File: src/rtl/aes_key_schedule_pkg.sv
// Shared AES key-schedule definitions: FSM encoding, S-box table and round-constant lookup.
package aes_key_schedule_pkg;

    typedef enum logic [1:0] {
        IDLE   = 2'd0,
        EXPAND = 2'd1,
        DONE   = 2'd2
    } state_t;

    // Row-major S-box; entry x sits at bits [8*(255-x) +: 8].
    localparam logic [2047:0] SBOX_TABLE = {
        128'h637c777bf26b6fc53001672bfed7ab76,
        128'hca82c97dfa5947f0add4a2af9ca472c0,
        128'hb7fd9326363ff7cc34a5e5f171d83115,
        128'h04c723c31896059a071280e2eb27b275,
        128'h09832c1a1b6e5aa0523bd6b329e32f84,
        128'h53d100ed20fcb15b6acbbe394a4c58cf,
        128'hd0efaafb434d338545f9027f503c9fa8,
        128'h51a3408f929d38f5bcb6da2110fff3d2,
        128'hcd0c13ec5f974417c4a77e3d645d1973,
        128'h60814fdc222a908846eeb814de5e0bdb,
        128'he0323a0a4906245cc2d3ac629195e479,
        128'he7c8376d8dd54ea96c56f4ea657aae08,
        128'hba78252e1ca6b4c6e8dd741f4bbd8b8a,
        128'h703eb5664803f60e613557b986c11d9e,
        128'he1f8981169d98e949b1e87e9ce5528df,
        128'h8ca1890dbfe6426841992d0fb054bb16
    };

    function automatic logic [7:0] sbox(input logic [7:0] x);
        logic [10:0] idx;
        idx = {~x, 3'b000};
        return SBOX_TABLE[idx +: 8];
    endfunction

    function automatic logic [7:0] rcon(input logic [3:0] n);
        case (n)
            4'd1:    return 8'h01;
            4'd2:    return 8'h02;
            4'd3:    return 8'h04;
            4'd4:    return 8'h08;
            4'd5:    return 8'h10;
            4'd6:    return 8'h20;
            4'd7:    return 8'h40;
            4'd8:    return 8'h80;
            4'd9:    return 8'h1b;
            4'd10:   return 8'h36;
            default: return 8'h00;
        endcase
    endfunction

endpackage

File: src/rtl/aes_key_schedule_sub_word.sv
// SubWord: applies the AES S-box to each byte of a 32-bit word.
module aes_sub_word
    import aes_key_schedule_pkg::*;
(
    input  logic [31:0] word_in,
    output logic [31:0] word_out
);

    assign word_out = {sbox(word_in[31:24]), sbox(word_in[23:16]),
                       sbox(word_in[15:8]),  sbox(word_in[7:0])};

endmodule

File: src/rtl/aes_key_schedule.sv
// Iterative AES-128/192/256 key expansion, one 32-bit word per clock, with a
// combinational round-key read port over the stored word bank.
module aes_key_schedule
    import aes_key_schedule_pkg::*;
#(
    parameter int KEY_BITS = 128
) (
    input  logic                clk,
    input  logic                rst_n,
    input  logic                start,
    input  logic [KEY_BITS-1:0] key_in,
    output logic                busy,
    output logic                keys_valid,
    input  logic [3:0]          rd_round,
    output logic [127:0]        rd_key
);

    localparam int NK = KEY_BITS / 32;
    localparam int NR = NK + 6;
    localparam int NW = 4 * (NR + 1);

    localparam logic [5:0] NK_W    = 6'(NK);
    localparam logic [5:0] LAST_W  = 6'(NW - 1);
    localparam logic [2:0] NK_LAST = 3'(NK - 1);
    localparam logic [3:0] NR_R    = 4'(NR);

    if (KEY_BITS != 128 && KEY_BITS != 192 && KEY_BITS != 256) begin : g_bad_key_bits
        $error("aes_key_schedule: KEY_BITS must be 128, 192 or 256");
    end

    state_t      state;
    logic [5:0]  i;
    logic [2:0]  pos;      // i % NK, tracked incrementally
    logic [3:0]  rc_idx;   // i / NK for the next RotWord word
    logic [31:0] bank [NW];

    logic [31:0] prev_w, back_w, sw_in, sw_out, temp, next_w;
    logic [5:0]  rd_base;

    assign prev_w = bank[i - 6'd1];
    assign back_w = bank[i - NK_W];

    // One shared S-box path: rotated input on RotWord words, raw input otherwise.
    always_comb begin
        sw_in = prev_w;
        if (pos == 3'd0) begin
            sw_in = {prev_w[23:0], prev_w[31:24]};
        end
    end

    aes_sub_word u_sub_word (
        .word_in  (sw_in),
        .word_out (sw_out)
    );

    always_comb begin
        temp = prev_w;
        if (pos == 3'd0) begin
            temp = sw_out ^ {rcon(rc_idx), 24'h0};
        end else if (NK == 8 && pos == 3'd4) begin
            temp = sw_out;
        end
        next_w = back_w ^ temp;
    end

    // start is a one-cycle strobe honoured only in IDLE or DONE; while busy it
    // is ignored and key_in is not sampled. keys_valid marks a complete bank.
    always_ff @(posedge clk) begin
        if (!rst_n) begin
            state      <= IDLE;
            busy       <= 1'b0;
            keys_valid <= 1'b0;
            i          <= 6'd0;
            pos        <= 3'd0;
            rc_idx     <= 4'd1;
        end else begin
            case (state)
                IDLE, DONE: begin
                    if (start) begin
                        for (int k = 0; k < NK; k++) begin
                            bank[k] <= key_in[KEY_BITS-1-32*k -: 32];
                        end
                        i          <= NK_W;
                        pos        <= 3'd0;
                        rc_idx     <= 4'd1;
                        keys_valid <= 1'b0;
                        busy       <= 1'b1;
                        state      <= EXPAND;
                    end
                end
                EXPAND: begin
                    bank[i] <= next_w;
                    i       <= i + 6'd1;
                    pos     <= (pos == NK_LAST) ? 3'd0 : pos + 3'd1;
                    if (pos == 3'd0) begin
                        rc_idx <= rc_idx + 4'd1;
                    end
                    if (i == LAST_W) begin
                        state      <= DONE;
                        busy       <= 1'b0;
                        keys_valid <= 1'b1;
                    end
                end
                default: begin
                    state <= IDLE;
                    busy  <= 1'b0;
                end
            endcase
        end
    end

    assign rd_base = {rd_round, 2'b00};

    always_comb begin
        rd_key = 128'h0;
        if (keys_valid && rd_round <= NR_R) begin
            rd_key = {bank[rd_base], bank[rd_base + 6'd1],
                      bank[rd_base + 6'd2], bank[rd_base + 6'd3]};
        end
    end

endmodule
File: config.mk
export PLATFORM = sky130hd
export DESIGN_NAME = aes_key_schedule
export DESIGN_NICKNAME = d
export VERILOG_FILES = /design/src/rtl/aes_key_schedule_pkg.sv /design/src/rtl/aes_key_schedule_sub_word.sv /design/src/rtl/aes_key_schedule.sv
export SDC_FILE = /design/constraint.sdc
export NUM_CORES = 2
export LEC_CHECK = 0
export CORE_MARGIN = 5
export CORE_UTILIZATION = 40
export DETAILED_ROUTE_END_ITERATION = 6
export SLEW_MARGIN = 40
export SYNTH_ARGS = -nofsm -noshare
export SYNTH_HDL_FRONTEND = slang
export SYNTH_SLANG_ARGS = --single-unit
File: constraint.sdc
create_clock -name clk -period 21.9 [get_ports clk]
set_input_delay 6.57 -clock clk [delete_from_list [all_inputs] [get_ports clk]]
set_output_delay 6.57 -clock clk [all_outputs]
set_load 0.01 [all_outputs]
### Word-level counts from Yosys, hierarchy flattened

Memory sizes are Yosys's and may differ from the RTL's. A register that Yosys moved wholly into a read port is not among the register bits.
Cells that the tools add are included.

| storage, ports and cells | value |
|---|---|
| bits in latches | 0 |
| input bits | 135 |
| logic and storage cells | 77 |
| flip-flop bits (word level) | 17 |
| ROM bits | 128 |
| output and inout bits | 130 |
| bits in writable memories | 1408 |
| memories | 2 |

Memories:

| memory | depth | width | rd ports | clocked after Yosys merged registers in | write ports | RTL line | source |
|---|---|---|---|---|---|---|---|
| bank | 44 | 32 | 6 | 0 | 4 | aes_key_schedule.sv:35 | `logic [31:0] bank [NW];` |
| (name not given) | 16 | 8 | 1 | 1 | 0 | aes_key_schedule_pkg.sv:37 | `case (n)` |

| operators by class | value |
|---|---|
| div/mod/pow operators | 0 |
| shift-type cells | 4 |
| mux-type cells | 33 |
| bitwise operators | 6 |
| multiply operators | 0 |
| equality and inequality tests | 7 |
| $add $sub $neg | 8 |
| order comparisons | 1 |
| reduce and logical (&&, ||, !) cells | 10 |

Operators with widths:

| cell | count |
|---|---|
| variable part select 2048 x 12 -> 8 bit (first input constant) | 4 |
| two-way mux 128 bit | 1 |
| two-way mux 32 bit | 3 |
| bitwise XOR 32 bit | 2 |
| NOT 8 bit | 4 |
| OR reduction 32 bit | 1 |
| two-way mux 4 bit | 4 |
| adder 6 x 1 -> 6 bit (second input constant) | 2 |
| adder 6 x 2 -> 6 bit (second input constant) | 2 |
| two-way mux 1 bit | 12 |
| two-way mux 6 bit | 2 |
| case mux 6 bit (2 select lines) | 1 |
| two-way mux 8 bit | 1 |
| case mux 4 bit (2 select lines) | 1 |
| equality test 6 bit (second input constant) | 1 |
| two-way mux 3 bit | 2 |
| inequality test 2 bit (second input constant) | 3 |
| case mux 3 bit (2 select lines) | 1 |
| AND reduction 3 bit | 2 |
| subtractor 6 x 1 -> 6 bit (second input constant) | 1 |
| subtractor 6 x 3 -> 6 bit (second input constant) | 1 |
| adder 4 x 1 -> 4 bit (second input constant) | 1 |
| <= comparator 4 bit (second input constant) | 1 |
| two-way mux 2 bit | 2 |
| 12 further kinds | 14 |

### Logic depth before layout (Yosys ltp)

An unclocked memory read counts as a cell.

| logic depth | value |
|---|---|
| depth in word-level cells | 9 |
| depth in mapped cells | 37 |
| depth with buffers taken out | 19 |

### By module

From an unflattened synthesis, not the netlist that was laid out.

| second synthesis, totals | value |
|---|---|
| cell total of the unflattened synthesis | 8188 |
| area, all modules | 94555.7 µm² |

By module, submodules not included:

| module | times used | area an instance (µm²) | cells an instance |
|---|---|---|---|
| aes_key_schedule | 1 | 81503.2 | 6025 |
| aes_sub_word | 1 | 13052.5 | 2163 |

### Worst setup path before layout

Ideal clock, no wire load.

| path | value |
|---|---|
| kind | input to output |
| start | input rd_round[0] |
| end | output rd_key[57] |
| path buffers | 5 |
| arrival time | 8.943 ns |
| data required time | 15.330 ns |
| setup slack | 6.387 ns |
| cell stages on the path | 9 |
| path through | clkbuf_1 -> clkbuf_1 -> clkbuf_1 -> buf_2 -> clkbuf_1 -> mux2i_1 -> nor2_1 -> a21oi_1 -> a211oi_1 |

| on the way | value |
|---|---|
| word-level cells in the longest chain between the ends | 3 |
| elaborated cells on any way between the ends | 5 |

RTL lines:

| what | RTL line | source |
|---|---|---|
| start, declared | aes_key_schedule.sv:14 | `input logic [3:0] rd_round,` |
| adder 6 x 2 -> 6 bit / <= comparator 4 bit (equally long branches) | aes_key_schedule.sv:118, aes_key_schedule.sv:116 |  |
| memory (44 x 32 bit) / logical AND 1 bit (equally long branches) | - |  |
| two-way mux 128 bit (*) | aes_key_schedule.sv:116 | `if (keys_valid && rd_round <= NR_R) begin` |
| end, declared | aes_key_schedule.sv:15 | `output logic [127:0] rd_key` |

Mark *: on every way between the ends. The rest lies on a longest branch, timed or not.

### Worst setup path after layout

| path | value |
|---|---|
| start | input rd_round[0] |
| end | output rd_key[106] |

| on the way | value |
|---|---|
| word-level cells in the longest chain between the ends | 3 |
| elaborated cells on any way between the ends | 4 |

RTL lines:

| what | RTL line |
|---|---|
| parallel branches: the longest is 2 deep, another holds memory (44 x 32 bit) | - |
| two-way mux 128 bit (*) | aes_key_schedule.sv:116 |

Every way passes the cells marked *.

==> flow_metrics.env <==
export IMPL_crit_arrival_ns=10.69
export IMPL_synth_ff_latch_count=1433
export IMPL_wl_mm=505
export IMPL_gp_congestion=1.03
export IMPL_dp_slack_ns=4.75
export IMPL_cp_cell_sequence="buf_8, buf_4, buf_4, mux4_2, nor2b_1, a211oi_1, a211oi_1, clkdlybuf4s50_1"
export IMPL_grt_max_degree=111
export IMPL_dr_total_vias=88000
export IMPL_ys_seq_area_share_pct=44.4
export IMPL_syn_avg_cell_area_um2=11.9
export IMPL_netlist_area_leader_share_pct=43.8
export IMPL_status="finished, violations left"
export IMPL_m1WireLength_mm=171
export IMPL_synth_async_reset_ratio_pct=0
export IMPL_critPathKind="input port to output pin"
export IMPL_p_comb_share_pct=50.3
export IMPL_worst_slack_ns=4.64
export IMPL_total_power_mw=13.6
export IMPL_pwr_share_seq_pct=30.3
export IMPL_tightestPinTransition_ns=1.05
export IMPL_dieArea_mm2=0.251
export IMPL_overflow=0
export IMPL_min_path_cells=2
export IMPL_synth_edf_count=1408
export IMPL_rsz0062_at_grt="false"
export IMPL_ant_nets=0
export IMPL_hold_buffers=0
export IMPL_p_sw_mw=6.24
export IMPL_synthFlopType="edfxtp_1"
export IMPL_final_nets=8231
export IMPL_muxShareOfSynthArea_pct=22.3
export IMPL_yosys_warnings=0
export IMPL_tns_ns=0
export IMPL_cts_tree="done"
export IMPL_fillCellCount=21600
export IMPL_cts_sinks=1433
export IMPL_synth_compound_area_share_pct=18.4
export IMPL_intPower_mw=7.41
export IMPL_ios=265
export IMPL_p_leak_nw=33.9
export IMPL_rrSetupSlack_ns=11.77
export IMPL_grt_use_total_pct=38.7
export IMPL_worstSkewPairLatency_ns=0.85
export IMPL_grt_pass1_vias=81700
export IMPL_crit_required_ns=15.33
export IMPL_powerDensity_mw_per_mm2=126
export IMPL_drc=11
export IMPL_synth_area_leaders="edfxtp_1 44%, mux4_2 16%, mux2i_1 3.9%"
export IMPL_grt_pass1_wl_mm=685
export IMPL_core_area_mm2=0.240
export IMPL_syn_instance_count=8075
export IMPL_htreeDepth=4
export IMPL_drive_gt1_share_pct=22.0
export IMPL_fin_crit_sh_pct=78.8
export IMPL_die_h_um=501
export IMPL_peakVddDrop_mv=0.0841
export IMPL_cp_depth=8
export IMPL_cp_slowest_stage_delay_ns=0.71
export IMPL_p_clk_share_pct=19.3
export IMPL_fmax_ghz=0.0579
export IMPL_fin_crit_ns=17.26
export IMPL_drtPass1Iterations=7
export IMPL_cts_buffer_depth=3
export IMPL_initial_core_util_pct=40.1
export IMPL_finalHoldViolations=0
export IMPL_critPathLaunchType="input port"
export IMPL_syn2layout_area_growth_pct=12.6
export IMPL_drv_cap=0
export IMPL_slew_violations=0
export IMPL_fin_util_pct=45.2
export IMPL_cp_max_fo=60
export IMPL_syn_nets=8274
export IMPL_ys_types=128
export IMPL_routed_top_layer="met5"
export IMPL_synthSimpleGateAreaFrac_pct=8.58
export IMPL_clkSlewWorstSetupHoldPaths_ns=0.06
export IMPL_route_met2_wl_mm=205
export IMPL_drt_wirelength_per_cell_um=44.4
export IMPL_setup_viol=0
export IMPL_switching_share_pct=45.7
export IMPL_critPathCaptureType="output pin"
export IMPL_final_seq_area_mm2=0.0428
export IMPL_fin_skew_ns=0.0462
export IMPL_rr_endpoint="bank[35][26]$_DFFE_PP_"
export IMPL_cts_setup_buffers=0
export IMPL_antenna_found_initial=33
export IMPL_slowest_stage="buf_4"
export IMPL_synthAdderAreaFrac_pct=0.830
export IMPL_wl_met3_mm=86.1
export IMPL_crit_end="rd_key[106]"
export IMPL_drt_iter0_drc=18200
export IMPL_synthXorXnorAreaFrac_pct=0.637
export IMPL_synth_top_family_by_area="multiplexers"
export IMPL_crit_buf_inv=4
export IMPL_post_cts_resized=0
export IMPL_yosysTopAreaCell="edfxtp_1"
export IMPL_netlist_area_mm2=0.0964
export IMPL_cp_top_family="buffers and inverters"
export IMPL_slew_headroom_pct=28.2
export IMPL_violations="DRC"
export IMPL_root_buffer="clkbuf_16"
export IMPL_yosysMostFrequentCell="edfxtp_1"
export IMPL_multi_input_area_mm2=0.0503
export IMPL_cts_buffers=148
export IMPL_hp_class="flip-flop to flip-flop"
export IMPL_r2r_start="i[1]$_SDFFE_PN0P_"
export IMPL_dp_hpwl_mm=325
export IMPL_r2r_cells=20
export IMPL_row_count=180
export IMPL_detail_route_vias_per_cell=7.75
export IMPL_synthTopCellsByCount="1,408 x edfxtp_1, 679 x mux4_2, 561 x nor2_1"
export IMPL_cp_startpoint="rd_round[0]"
export IMPL_die_w_um=501
export IMPL_numPortBuffers=264
==> layout by cell type, fill, tap and decap left out, types with 153 or more instances in the layout <==
master and instances:
a211oi_1 369, a21oi_1 505, buf_4 299, clkbuf_16 153, clkdlybuf4s50_1 259, edfxtp_1 1408
mux2_2 209, mux2i_1 371, mux4_2 679, nand2_1 479, nand3_1 227, nor2_1 513
o21ai_0 290, o22ai_1 317
==> per-layer routing <==
metal  track usage [%]  vias up
li1                  -    33000
met1              47.7    43700
met2              53.7     9130
met3              18.4     2196
met4              25.4       20
met5              1.41        -
==> cell type report <==
type                            count  share of cell area (%)
Clock buffer                      174                    3.61
Tap cell                         3185                    3.67
Sequential cell                  1433                    39.4
Multi-Input combinational cell   5733                    46.4
Clock inverter                     92                   0.876
Antenna cell                       25                  0.0576
Inverter                           79                   0.288
Timing Repair Buffer              637                    5.70
==> flip-flops by register name (all words and copies together) (netlist names), named ones only <==
register    cells
i               6
keys_valid      1
busy            1
state           2
rc_idx          4
pos             3
bank         1408
==> metrics by stage <==
stage                     std cells  hold WS, ns  cell area [um2]
after CTS                     11300        0.566           108000
final                         11400        0.569           109000
after detailed placement      11100        0.547           103000
after global placement        11000        0.535           102000
after floorplan                8075        0.452            96400
after global routing          11300        0.592           108000
==> worst min-delay path by stage <==
stage                                       from                      to  slack, ns
after CTS                  state[1]$_SDFFE_PN0P_   state[1]$_SDFFE_PN0P_       0.57
final                      state[1]$_SDFFE_PN0P_   state[1]$_SDFFE_PN0P_       0.57
after global routing      rc_idx[0]$_SDFFE_PN1P_  rc_idx[0]$_SDFFE_PN1P_       0.59
after floorplan              pos[2]$_SDFFE_PN0P_     pos[2]$_SDFFE_PN0P_       0.45
after detailed placement  rc_idx[0]$_SDFFE_PN1P_  rc_idx[0]$_SDFFE_PN1P_       0.55
after global placement       pos[1]$_SDFFE_PN0P_     pos[1]$_SDFFE_PN0P_       0.54
==> tightest hold or removal path: stages (launching register included) <==
cell	delay, ns
dfxtp_1	0.36
a22oi_1	0.08
nor2b_1	0.10
==> power groups by stage <==
stage	sequential [mW]	combinational, mW	clock (mW)
floorplan	4.22	3.78	0
global placement	4.20	6.35	0
detailed placement	4.19	6.44	0
CTS	4.13	6.46	2.63
global route	4.13	6.98	2.74
finish	4.14	6.87	2.64
==> cell families after synthesis <==
family          after synthesis
mux                        1274
fa+ha+maj                    64
xor+xnor                     59
buf+inv                     909
simple gates               1787
compound gates             2549
flops                      1433
No activity file was read; power rests on OpenSTA's default activity.
